==> config.mk <==
export PLATFORM = sky130hd
export DESIGN_NAME = io_stage_load_align
export DESIGN_NICKNAME = d
export VERILOG_FILES = /design/src/rtl/io_stage_load_align.sv
export SDC_FILE = /design/constraint.sdc
export NUM_CORES = 1
export LEC_CHECK = 0
export CORE_UTILIZATION = 43
export CTS_CLUSTER_DIAMETER = 100
export DETAILED_ROUTE_END_ITERATION = 7
export GPL_TIMING_DRIVEN = 0
export PLACE_DENSITY_LB_ADDON = 0.08
export SETUP_SLACK_MARGIN = 0.5
export SLEW_MARGIN = 20
export SYNTH_ARGS = -nofsm -noshare
export SYNTH_HDL_FRONTEND = slang
export SYNTH_SLANG_ARGS = --single-unit
==> constraint.sdc <==
create_clock -name clock -period 5.2 [get_ports clock]
set_clock_uncertainty 0.05 [all_clocks]
set_input_delay 1.3 -clock clock [delete_from_list [all_inputs] [get_ports clock]]
set_output_delay 1.3 -clock clock [all_outputs]
set_load 0.02 [all_outputs]
==> src/rtl/io_stage_load_align.sv <==
// IO (memory-access) pipeline stage: holds one beat between EX and WB, waits for
// variable-latency data-SRAM responses, aligns sub-word loads and drives the ID bypass.
//
// state   | meaning
// --------+----------------------------------------------------------
// EMPTY   | no valid beat held
// WAIT    | beat issued a data request, response not yet consumed
// DONE    | non-load beat, or load data captured in the hold register
module io_stage_load_align #(
    parameter int PC_WIDTH       = 32,
    parameter int REG_ADDR_WIDTH = 5,
    parameter int DISCARD_WIDTH  = 2
) (
    input  logic                      clock,
    input  logic                      reset,
    input  logic                      wb_allow_in,
    output logic                      io_allow_in,
    input  logic                      ex_valid,
    input  logic [PC_WIDTH-1:0]       ex_pc,
    input  logic [31:0]               ex_alu_result,
    input  logic [2:0]                ex_load_op,
    input  logic [31:0]               ex_rt_value,
    input  logic [REG_ADDR_WIDTH-1:0] ex_dest,
    input  logic                      ex_reg_write,
    input  logic                      ex_req_issued,
    input  logic                      data_data_ok,
    input  logic [31:0]               data_rdata,
    input  logic                      flush,
    output logic                      io_to_wb_valid,
    output logic [PC_WIDTH-1:0]       io_pc,
    output logic [31:0]               io_result,
    output logic [REG_ADDR_WIDTH-1:0] io_dest,
    output logic                      io_reg_write,
    output logic                      bp_valid,
    output logic [REG_ADDR_WIDTH-1:0] bp_dest,
    output logic [31:0]               bp_data,
    output logic                      bp_pending
);

    typedef enum logic [1:0] {
        ST_EMPTY = 2'd0,
        ST_WAIT  = 2'd1,
        ST_DONE  = 2'd2
    } state_t;

    state_t                    state, state_nxt;
    logic [DISCARD_WIDTH-1:0]  discard_cnt, discard_nxt;
    logic [PC_WIDTH-1:0]       pc_q;
    logic [31:0]               alu_q;
    logic [2:0]                op_q;
    logic [31:0]               rt_q;
    logic [REG_ADDR_WIDTH-1:0] dest_q;
    logic                      we_q;
    logic [31:0]               hold_q;

    logic        io_valid;
    logic        data_hit;
    logic        ready_go;
    logic        accept;
    logic        orphan_new;
    logic        orphan_drop;
    logic [31:0] load_word;
    logic [7:0]  sel_byte;
    logic [15:0] sel_half;

    assign io_valid    = (state != ST_EMPTY);
    assign data_hit    = (state == ST_WAIT) && data_data_ok && (discard_cnt == '0);
    assign ready_go    = (state == ST_DONE) || data_hit;
    assign io_allow_in = !io_valid || (ready_go && wb_allow_in);
    assign accept      = ex_valid && io_allow_in && !flush;

    // A killed WAIT beat leaves its response orphaned unless that response is consumed now.
    assign orphan_new  = flush && (state == ST_WAIT) && !data_hit;
    assign orphan_drop = data_data_ok && (discard_cnt != '0);

    always_comb begin
        state_nxt = state;
        if (flush)
            state_nxt = ST_EMPTY;
        else if (io_allow_in)
            state_nxt = !ex_valid ? ST_EMPTY : (ex_req_issued ? ST_WAIT : ST_DONE);
        else if (data_hit)
            state_nxt = ST_DONE;
    end

    always_comb begin
        discard_nxt = discard_cnt;
        if (orphan_new && !orphan_drop && (discard_cnt != '1))
            discard_nxt = discard_cnt + 1'b1;
        else if (orphan_drop && !orphan_new)
            discard_nxt = discard_cnt - 1'b1;
    end

    always_ff @(posedge clock or posedge reset) begin
        if (reset) begin
            state       <= ST_EMPTY;
            discard_cnt <= '0;
            hold_q      <= '0;
            pc_q        <= '0;
            alu_q       <= '0;
            op_q        <= '0;
            rt_q        <= '0;
            dest_q      <= '0;
            we_q        <= 1'b0;
        end else begin
            state       <= state_nxt;
            discard_cnt <= discard_nxt;
            if (data_hit)
                hold_q <= data_rdata;
            if (accept) begin
                pc_q   <= ex_pc;
                alu_q  <= ex_alu_result;
                op_q   <= ex_load_op;
                rt_q   <= ex_rt_value;
                dest_q <= ex_dest;
                we_q   <= ex_reg_write;
            end
        end
    end

    // Same-cycle response bypasses the hold register for zero added latency.
    assign load_word = data_hit ? data_rdata : hold_q;

    always_comb begin
        sel_byte = load_word[7:0];
        case (alu_q[1:0])
            2'd1:    sel_byte = load_word[15:8];
            2'd2:    sel_byte = load_word[23:16];
            2'd3:    sel_byte = load_word[31:24];
            default: sel_byte = load_word[7:0];
        endcase
        sel_half = alu_q[1] ? load_word[31:16] : load_word[15:0];
    end

    always_comb begin
        io_result = alu_q;
        case (op_q)
            3'd1: io_result = {{24{sel_byte[7]}}, sel_byte};
            3'd2: io_result = {24'd0, sel_byte};
            3'd3: io_result = {{16{sel_half[15]}}, sel_half};
            3'd4: io_result = {16'd0, sel_half};
            3'd5: io_result = load_word;
            3'd6: begin
                case (alu_q[1:0])
                    2'd0:    io_result = {load_word[7:0], rt_q[23:0]};
                    2'd1:    io_result = {load_word[15:0], rt_q[15:0]};
                    2'd2:    io_result = {load_word[23:0], rt_q[7:0]};
                    default: io_result = load_word;
                endcase
            end
            3'd7: begin
                case (alu_q[1:0])
                    2'd0:    io_result = load_word;
                    2'd1:    io_result = {rt_q[31:24], load_word[31:8]};
                    2'd2:    io_result = {rt_q[31:16], load_word[31:16]};
                    default: io_result = {rt_q[31:8], load_word[31:24]};
                endcase
            end
            default: io_result = alu_q;
        endcase
    end

    assign io_to_wb_valid = io_valid && ready_go;
    assign io_pc          = pc_q;
    assign io_dest        = dest_q;
    assign io_reg_write   = we_q;
    assign bp_valid       = io_valid && we_q && (dest_q != '0);
    assign bp_dest        = dest_q;
    assign bp_data        = io_result;
    assign bp_pending     = bp_valid && (state == ST_WAIT) && !data_hit;

endmodule

==> flow_metrics.py, run 1 <==
metrics = {
    "drt": {
        "ant_nets": 0,
        "vias": 8303,
        "drt_iter0_drc": 866,
        "drc": 0,
        "drt-total-wl_um": 33980,
        "routedWlPerCell_um": 24.41,
        "firstDrtPassIters": 5,
        "via_per_inst": 5.965,
    },
    "synth": {
        "synthFlopType": "dfrtp_1",
        "synth_edf_count": 0,
        "synth_area_per_cell_um2": 10.98,
        "synth_seq_cells": 141,
        "synth_cell_types": 66,
        "syn_area_um2": 8290,
        "synth_cells": 755,
        "yosysSeqAreaShare": 0.4256,
        "synth_warnings": 0,
        "synthesis.nets": 899,
        "synthArstFlopShare": 1.000,
    },
    "layout": {
        "fillers": 1367,
        "area_growth_pct": 63.67,
        "multiInputGateArea_um2": 4852,
        "ff_latch_area_um2": 3528,
        "diodes": 0,
        "fin_nets": 1264,
        "layout_common_cells": "185 x clkdlybuf4s50_1, 141 x dfrtp_1, 109 x mux2_2",
        "design_area_um2": 13570,
        "drive_gt1_frac": 0.4258,
        "layout_commonest_cell": "clkdlybuf4s50_1",
    },
    "setup_path": {
        "worst-path-max-fanout": 6,
        "r2r-end": "alu_q[0]",
        "r2r-start": "discard_cnt[1]",
        "startpoint_type": "input pin",
        "path_class": "in -> out",
        "r2r_slack_ns": 2.45,
        "worstPathRequired_ns": 3.85,
        "end_kind": "primary output",
        "worstPathArrival_ns": 3.96,
        "rr_worst_depth": 7,
    },
    "timing": {
        "slew_violations": 0,
        "tightest_slew_ns": 0.9115,
        "finalSetupViolCount": 3,
        "hold_slack_ns": 0.4539,
        "tns_ns": -0.1497,
        "fin_crit_ns": 5.310,
        "worst_slack_ns": -0.1105,
        "post-route-period-util": 1.021,
        "rsz0062_at_grt": "yes",
        "hold_viol": 0,
        "maxSlewHeadroom": 0.3923,
        "fmax_mhz": 188.3,
    },
    "cts": {
        "clock-sinks": 141,
        "cts_tree": "done",
        "clk_latency_ns": 0.42,
        "clockBufferDepth": 2,
        "cts-root-buf": "clkbuf_16",
        "cts_htree_levels": 4,
        "postCtsHoldBufs": 0,
        "clk_pin_slew_worst_paths_ns": 0.06,
        "cts_made_buffers": 17,
    },
    "pwr": {
        "power_density_nw_per_um2": 483.2,
        "power.internal_mw": 3.860,
        "pwr-share-comb": 0.589,
        "p_leak_nw": 5.631,
        "swShare": 0.4113,
        "p_clk_frac": 0.171,
        "seqPwrFrac": 0.240,
        "power.switching_mw": 2.696,
        "vdd_drop_max_mv": 0.3503,
    },
    "global_routing": {
        "use_met1": 0.4577,
        "gr-total-overflow": 0,
        "use_met3": 0.09647,
        "grt_max_degree": 33,
        "grt_pass1_vias": 8165,
        "busiest_layer": "met2",
        "grt_usage": 0.3370,
        "grt_use_met2": 0.5127,
        "antenna_found_initial": 0,
        "grt_pass1_wl_um": 49540,
    },
    "hold_path": {
        "min_from": "io_pc[11]",
        "min_path_type": "reg -> reg",
        "hold_depth": 1,
        "hold_end": "io_pc[11]",
    },
    "place": {
        "dpl_cell_area_um2": 11330,
        "dp_slack_ns": -1.374,
        "port_buffers": 254,
        "gp_congestion": 0.9979,
        "dp.final_hpwl_um": 23490,
    },
    "die": {
        "ios": 255,
        "die_h_um": 140.9,
        "die_width_um": 140.9,
        "core.rowCount": 50,
        "dieArea_um2": 19840,
        "start_util": 0.4403,
        "core_area_um2": 18830,
    },
    "run_status": {
        "outcome": "finished, violations left",
        "failed_checks": "setup timing",
    },
    "job": {
        "max_cap_violations": 0,
    },
}
-- logic make-up (layout without fill, tap and decap cells) --
kind of cell | Yosys count | after routing | share of synthesized area
muxes | 168 | 168 | 0.2579
AOI/OAI and AO/OA | 173 | 173 | 0.1532
buffers and inverters | 115 | 492 | 0.07697
DFF | 141 | 141 | 0.4256
and+or+nand+nor | 158 | 158 | 0.08633
-- stage by stage --
stage	std cells	utilization	power (mW)
2_1_floorplan	755	-	3.264
3_3_place_gp	1269	0.5957	4.545
3_5_place_dp	1274	0.6019	4.571
4_1_cts	1369	0.6918	6.138
5_1_grt	1392	0.7206	6.776
6_report	1392	0.7206	6.556
-- worst max path at each step --
| stage | from | endpoint | cells past startpoint |
|---|---|---|---|
| after floorplan | data_data_ok | io_result[10] | 9 |
| after global placement | data_data_ok | io_result[5] | 11 |
| after detailed placement | data_data_ok | io_result[5] | 11 |
| after CTS | data_rdata[29] | io_result[5] | 8 |
| after global routing | data_data_ok | io_result[5] | 12 |
| final | data_data_ok | io_result[5] | 11 |
-- cell type report --
class	instances	area share
Clock buffer	19	0.03264
Timing Repair Buffer	346	0.2650
Multi-Input combinational cell	499	0.3576
Clock inverter	12	0.006731
Inverter	29	0.008299
Tap cell	260	0.02397
Buffer	86	0.04574
Sequential cell	141	0.2600
-- Yosys cell counts, types with 6 or more instances --
library cell,count,area (um^2)
o21ai_0,32,160.2
clkbuf_1,29,108.9
nor2_1,56,210.2
o221ai_1,8,70.07
mux2_2,122,1374
a31oi_1,17,106.4
mux2i_1,21,210.2
buf_2,10,50.05
a211oi_1,9,67.56
a21oi_1,19,95.09
buf_4,37,277.8
nand2b_1,7,43.79
inv_1,27,101.4
o32a_1,8,80.08
dfrtp_1,141,3528
o211ai_1,9,67.56
mux4_2,20,450.4
nor2b_1,6,37.54
nand2_1,56,210.2
a221oi_1,8,70.07
nand3_1,14,70.07
o22ai_1,12,75.07
-- power by group through the flow --
stage | Combinational, mW | Clock [mW] | Sequential [mW]
3_5_place_dp | 3.02 | 0 | 1.55
2_1_floorplan | 1.70 | 0 | 1.57
4_1_cts | 3.45 | 1.13 | 1.56
5_1_grt | 3.99 | 1.18 | 1.60
6_report | 3.86 | 1.12 | 1.57
3_3_place_gp | 3.00 | 0 | 1.54
-- registers in the layout, summed over array words and instances (netlist names) --
name and count:
rt_q 32, bp_dest 5, io_pc 32, alu_q 32, state 2, io_reg_write 1
op_q 3, hold_q 32, discard_cnt 2
-- worst max-delay path: stages --
cell	delay, ns
buf_8	0.07
or3b_4	0.40
nor2_8	0.17
buf_12	0.15
buf_12	0.13
mux2i_4	0.37
mux2i_4	0.13
a222oi_1	0.71
nor2_1	0.21
buf_4	0.19
buf_6	0.12
-- repair_timing --
| item | CTS | global route |
|---|---|---|
| gates resized for setup | 463 | 112 |
| pin swaps | 47 | 33 |
| endpoints found under the setup margin | 64 | 64 |
| setup buffers | 61 | 23 |
| gates cloned | 3 | 0 |
-- per-layer routing --
layer	share of wire	vias up	wire (um)
met5	0	-	0
met4	0.035	0	1180
met3	0.10	94	3445
met2	0.46	554	15560
met1	0.41	4147	13790
li1	-	3508	-
No activity file was read; power rests on OpenSTA's default activity.
==> run 2: changes to the inputs <==
--- a/config.mk
+++ b/config.mk
@@ -6,10 +6,9 @@
 export NUM_CORES = 1
 export LEC_CHECK = 0
 export CORE_UTILIZATION = 43
-export CTS_CLUSTER_DIAMETER = 100
 export DETAILED_ROUTE_END_ITERATION = 7
 export GPL_TIMING_DRIVEN = 0
-export PLACE_DENSITY_LB_ADDON = 0.08
+export PLACE_DENSITY = 0.85
 export SETUP_SLACK_MARGIN = 0.5
 export SLEW_MARGIN = 20
 export SYNTH_ARGS = -nofsm -noshare
==> flow_metrics.py, run 2 (synthesized netlist as in run 1, its figures left out) <==
metrics = {
    "layout": {
        "final_cells": 1386,
        "layout_common_cells": "185 x clkdlybuf4s50_1, 141 x dfrtp_1, 108 x mux2_2",
        "layout_commonest_cell": "clkdlybuf4s50_1",
        "drive_gt1_frac": 0.4378,
        "design_area_um2": 13600,
        "fin_nets": 1259,
        "fillers": 1284,
        "diodes": 0,
        "area_growth_pct": 64.04,
    },
    "die": {
        "die_h_um": 140.9,
        "core_area_um2": 18830,
        "dieArea_um2": 19840,
        "core.rowCount": 50,
        "ios": 255,
        "start_util": 0.4403,
        "die_width_um": 140.9,
    },
    "setup_path": {
        "path_class": "in -> out",
        "crit_chain": "buf_8, or3b_4, nor2_8, buf_12, buf_12, mux2i_4, a221oi_1, a222oi_1, nor2_1, buf_4, buf_6",
        "end_kind": "primary output",
        "crit_slowest_cell": "a222oi_1",
        "worst-path-max-fanout": 6,
        "worst_path_largest_cell_delay_ns": 0.48,
        "r2r_slack_ns": 2.42,
        "crit_path_frequent_cell": "buf_12",
        "startpoint_type": "input pin",
        "worstPathRequired_ns": 3.85,
        "worstPathArrival_ns": 3.80,
    },
    "drt": {
        "firstDrtPassIters": 5,
        "drt-total-wl_um": 34490,
        "ant_nets": 0,
        "drc": 0,
        "drt_iter0_drc": 859,
        "routedWlPerCell_um": 24.88,
        "vias": 8292,
        "via_per_inst": 5.983,
    },
    "pwr": {
        "totalPowerFinal_mw": 6.670,
        "p_leak_nw": 5.616,
        "power_density_nw_per_um2": 490.5,
        "vdd_drop_max_mv": 0.3311,
    },
    "timing": {
        "post-route-period-util": 0.9900,
        "tns_ns": 0,
        "hold_viol": 0,
        "fin_crit_ns": 5.148,
        "maxSlewHeadroom": 0.3544,
        "rsz0062_at_grt": "yes",
        "hold_slack_ns": 0.4527,
        "finalSetupViolCount": 0,
        "tightest_slew_ns": 0.9684,
        "fmax_mhz": 194.3,
        "slew_violations": 0,
    },
    "global_routing": {
        "gr-total-overflow": 0,
        "grt_usage": 0.3471,
        "grt_pass1_wl_um": 50590,
        "grt_pass1_vias": 8374,
        "antenna_found_initial": 0,
        "grt_max_degree": 35,
    },
    "run_status": {
        "outcome": "completed",
    },
    "cts": {
        "cts-root-buf": "clkbuf_16",
        "cts_tree": "done",
        "cts_htree_levels": 4,
        "cts_made_buffers": 17,
        "clk_pin_slew_worst_paths_ns": 0.06,
        "clockBufferDepth": 2,
        "clock-sinks": 141,
        "clk_latency_ns": 0.43,
    },
    "place": {
        "dp.final_hpwl_um": 24690,
        "dpl_cell_area_um2": 11340,
        "gp_congestion": 1.021,
        "dpl.cell_count": 1274,
        "port_buffers": 254,
    },
    "job": {
        "max_cap_violations": 0,
    },
    "hold_path": {
        "min_path_type": "reg -> reg",
    },
}
run 2: metal layers:
| layer | global-route usage | up-vias | share of wire |
|---|---|---|---|
| li1 | - | 3501 | - |
| met1 | 0.4613 | 4137 | 0.40 |
| met2 | 0.5426 | 555 | 0.47 |
| met3 | 0.08594 | 99 | 0.092 |
| met4 | 0.1436 | 0 | 0.040 |
| met5 | 0 | - | 0 |
run 2: stage by stage:
stage | util | worst slack [ns]
finish | 0.7222 | 0.05205
global placement | 0.5957 | -1.173
CTS | 0.6831 | 0.1130
floorplan | - | 0.5000
global route | 0.7222 | 0.06556
detailed placement | 0.6023 | -1.116
run 2: cell type report:
| type | instances | area (um^2) | share of cell area |
|---|---|---|---|
| clock buffer | 18 | 429.2 | 0.03156 |
| clock inverter | 12 | 141.4 | 0.01040 |
| tap | 260 | 325.3 | 0.02392 |
| multi-input combinational | 499 | 4926 | 0.3622 |
| buffer | 86 | 591.8 | 0.04352 |
| sequential | 141 | 3528 | 0.2595 |
| inverter | 29 | 116.4 | 0.008556 |
| timing repair buffer | 341 | 3541 | 0.2604 |
run 2: worst paths after layout:
kind,cells past startpoint,end,from
max,11,io_result[5],data_data_ok
min in group asynchronous,2,io_pc[26],reset
min,1,io_pc[29],io_pc[29]
min reg2reg,1,io_pc[29],io_pc[29]
max reg2reg,7,alu_q[1],discard_cnt[1]
max in group asynchronous,5,hold_q[28],reset
run 2: power breakdown:
part           total [mW]  switching, mW  internal, mW
combinational        3.88           2.00          1.88
sequential           1.58          0.221          1.36
clock                1.21          0.504         0.706
run 2: critical path: cells and delay by family:
| kind | cells | cell delay (ns) |
|---|---|---|
| mux | 1 | 0.40 |
| simple gates | 3 | 0.75 |
| compound gates | 2 | 0.68 |
| buf+inv | 5 | 0.65 |
run 2: timing repair:
| action | 4_1_cts | 5_1_grt |
|---|---|---|
| gates resized for setup | 437 | 135 |
| pin swaps | 41 | 46 |
| buffers inserted | 52 | 26 |
| endpoints found under the setup margin | 64 | 64 |
| gates cloned | 4 | 0 |
| hold endpoints to repair | 0 | 0 |
| hold buffers | 0 | 0 |
==> run 3: changes to the inputs <==
--- a/config.mk
+++ b/config.mk
@@ -5,11 +5,12 @@
 export SDC_FILE = /design/constraint.sdc
 export NUM_CORES = 1
 export LEC_CHECK = 0
-export CORE_UTILIZATION = 43
+export ABC_AREA = 1
+export CORE_UTILIZATION = 44
 export DETAILED_ROUTE_END_ITERATION = 7
 export GPL_TIMING_DRIVEN = 0
-export PLACE_DENSITY = 0.85
-export SETUP_SLACK_MARGIN = 0.5
+export PLACE_DENSITY = 0.78
+export SETUP_SLACK_MARGIN = 0.05
 export SLEW_MARGIN = 20
 export SYNTH_ARGS = -nofsm -noshare
 export SYNTH_HDL_FRONTEND = slang
==> flow_metrics.py, run 3 <==
metrics = {
    "setup_path": {
        "path_class": "in -> out",
        "r2r-start": "discard_cnt[1]",
        "r2r_slack_ns": 2.73,
        "critPathTopFamily": "buffers and inverters",
        "worst-path-max-fanout": 10,
        "cp.buffers_inverters": 5,
        "worst_path_largest_cell_delay_ns": 0.56,
        "crit_chain": "clkdlybuf4s50_1, inv_1, nand4_1, nand3_1, nand2_2, o21ai_4, nand2_4, clkinv_4, buf_12, nand3_2, clkdlybuf4s50_1",
        "worstPathArrival_ns": 3.57,
        "crit_path_frequent_cell": "clkdlybuf4s50_1",
        "worstPathRequired_ns": 3.85,
        "rr_worst_depth": 10,
        "end_kind": "primary output",
        "startpoint_type": "input pin",
        "crit_slowest_cell": "clkdlybuf4s50_1",
        "r2r-end": "rt_q[20]",
        "worstSetupPathDepth": 11,
    },
    "synth": {
        "synth_cells": 1353,
        "syn_area_um2": 8979,
        "synth_area_per_cell_um2": 6.636,
        "synth_seq_cells": 141,
        "synth_largest_area_cell": "dfrtp_1",
        "synth_cell_types": 36,
        "synthesis.nets": 1497,
        "yosysSeqAreaShare": 0.3930,
        "yosys.area.top_type_share": 0.3930,
        "synth.area.top_cells": "dfrtp_1 39%, nand2_1 17%, inv_1 9.9%",
        "synth_edf_count": 0,
        "synthArstFlopShare": 1.000,
        "yosysMostFrequentCell": "nand2_1",
        "netlist_top_cells_count": "396 x nand2_1, 238 x inv_1, 141 x dfrtp_1",
        "synthFlopType": "dfrtp_1",
        "synth_warnings": 0,
    },
    "timing": {
        "hold_slack_ns": 0.4366,
        "rsz0062_at_grt": "no",
        "post-route-period-util": 0.9454,
        "tightest_slew_ns": 1.043,
        "hold_viol": 0,
        "maxSlewHeadroom": 0.2998,
        "finalSetupViolCount": 0,
        "slew_violations": 0,
        "fmax_mhz": 203.4,
        "fin_crit_ns": 4.916,
    },
    "layout": {
        "diodes": 0,
        "fillers": 1843,
        "ff_latch_area_um2": 3528,
        "multiInputGateArea_um2": 4026,
        "area_growth_pct": 40.69,
        "layout_common_cells": "381 x nand2_1, 237 x inv_1, 200 x clkdlybuf4s50_1",
        "drive_gt1_frac": 0.1098,
        "fin_nets": 1779,
        "final_cells": 1913,
        "layout_commonest_cell": "nand2_1",
    },
    "die": {
        "die_width_um": 144.9,
        "core.rowCount": 51,
        "start_util": 0.4554,
        "die_h_um": 144.9,
        "core_area_um2": 19720,
        "ios": 255,
        "dieArea_um2": 20980,
    },
    "drt": {
        "firstDrtPassIters": 8,
        "drt_iter0_drc": 934,
        "wl_met1_um": 14680,
        "routedWlPerCell_um": 18.88,
        "via_per_inst": 5.249,
        "ant_nets": 0,
        "drc": 0,
        "drt-total-wl_um": 36110,
        "vias": 10041,
        "routed-wl-met2_um": 16420,
        "maxUsedRoutingLayer": "met5",
        "dr_wl_met3_um": 3333,
    },
    "hold_path": {
        "hold_depth": 2,
        "min_from": "rt_q[5]",
        "min_path_type": "reg -> reg",
        "hold_end": "rt_q[5]",
    },
    "cts": {
        "cts_tree": "done",
        "clock-sinks": 141,
        "postCtsHoldBufs": 0,
        "clk_pin_slew_worst_paths_ns": 0.06,
        "cts_htree_levels": 4,
        "clk_latency_ns": 0.43,
        "cts_made_buffers": 17,
        "cts-root-buf": "clkbuf_16",
        "clockBufferDepth": 2,
    },
    "pwr": {
        "power_density_nw_per_um2": 543.4,
        "p_leak_nw": 6.766,
        "vdd_drop_max_mv": 0.2964,
    },
    "place": {
        "dp.final_hpwl_um": 27500,
        "dpl.cell_count": 1873,
        "gp_congestion": 0.9816,
        "port_buffers": 254,
    },
    "global_routing": {
        "antenna_found_initial": 1,
        "grt_max_degree": 84,
        "grt_pass1_vias": 9614,
        "grt_pass1_wl_um": 54120,
        "gr-total-overflow": 0,
        "grt_usage": 0.3569,
    },
    "run_status": {
        "outcome": "completed",
    },
    "job": {
        "max_cap_violations": 0,
    },
}
[run 3: report_power, final]
group | internal [mW] | switching (mW) | leakage, nW
registers | 1.42 | 0.176 | 1.67
logic | 1.50 | 2.52 | 4.79
clock network | 0.701 | 0.557 | 0.299
total | 3.62 | 3.25 | 6.77
[run 3: timing repair]
action / CTS / global route
pin swaps: 12 / 2
buffers inserted: 8 / 0
gates resized for setup: 91 / 10
setup endpoints to repair: 62 / 45
[run 3: through the flow]
stage / instance area, um^2 / setup WS (ns) / power, mW / utilization / setup TNS, ns
4_1_cts: 12610 / -0.1264 / 6.812 / 0.6398 / -0.1264
3_3_place_gp: 11850 / -2.060 / 5.634 / 0.6011 / -303.10
5_1_grt: 12630 / 0.2206 / 7.265 / 0.6407 / 0
2_1_floorplan: 8979 / 0.06878 / 3.890 / - / 0
6_report: 12630 / 0.2838 / 6.864 / 0.6407 / 0
3_5_place_dp: 11890 / -0.5196 / 5.665 / 0.6029 / -15.64
[run 3: final cells by class]
cell class                      count  share of cell area
Inverter                          242             0.07290
Sequential cell                   141              0.2793
Clock inverter                     14             0.01298
Clock buffer                       18             0.03477
Multi-Input combinational cell    864              0.3187
Tap cell                          265             0.02625
Buffer                            106             0.05061
Timing Repair Buffer              263              0.2044
[run 3: worst max-delay path by stage]
stage                             start  slack (ns)        endpoint
final                     data_rdata[7]        0.28     bp_data[31]
after global placement            reset       -2.06  discard_cnt[1]
after CTS                  data_data_ok       -0.13   io_result[17]
after detailed placement   data_data_ok       -0.52   io_result[17]
after global routing      data_rdata[7]        0.22     bp_data[23]
after floorplan                   reset        0.07        alu_q[0]
[run 3: worst reg2reg max path, cell delays in order, from the launching register on]
cell and delay (ns):
dfrtp_1 0.42, nor2_4 0.35, nand3_4 0.20, o21ai_2 0.11
nand2_1 0.10, nand2_2 0.09, nand3_2 0.11, buf_2 0.23
clkbuf_1 0.25, nor2_1 0.36, a21oi_1 0.07
[run 3: logic make-up after synthesis]
family | count (synthesis) | share of synthesized area
buf+inv | 348 | 0.1714
mux | 1 | 0.001254
compound gates | 185 | 0.1067
flops | 141 | 0.3930
simple gates | 678 | 0.3276
[run 3: layer usage]
metal	vias up	GRT usage
met5	-	0
met3	89	0.08095
met1	4696	0.4529
met4	2	0.1756
li1	4725	-
met2	529	0.5724
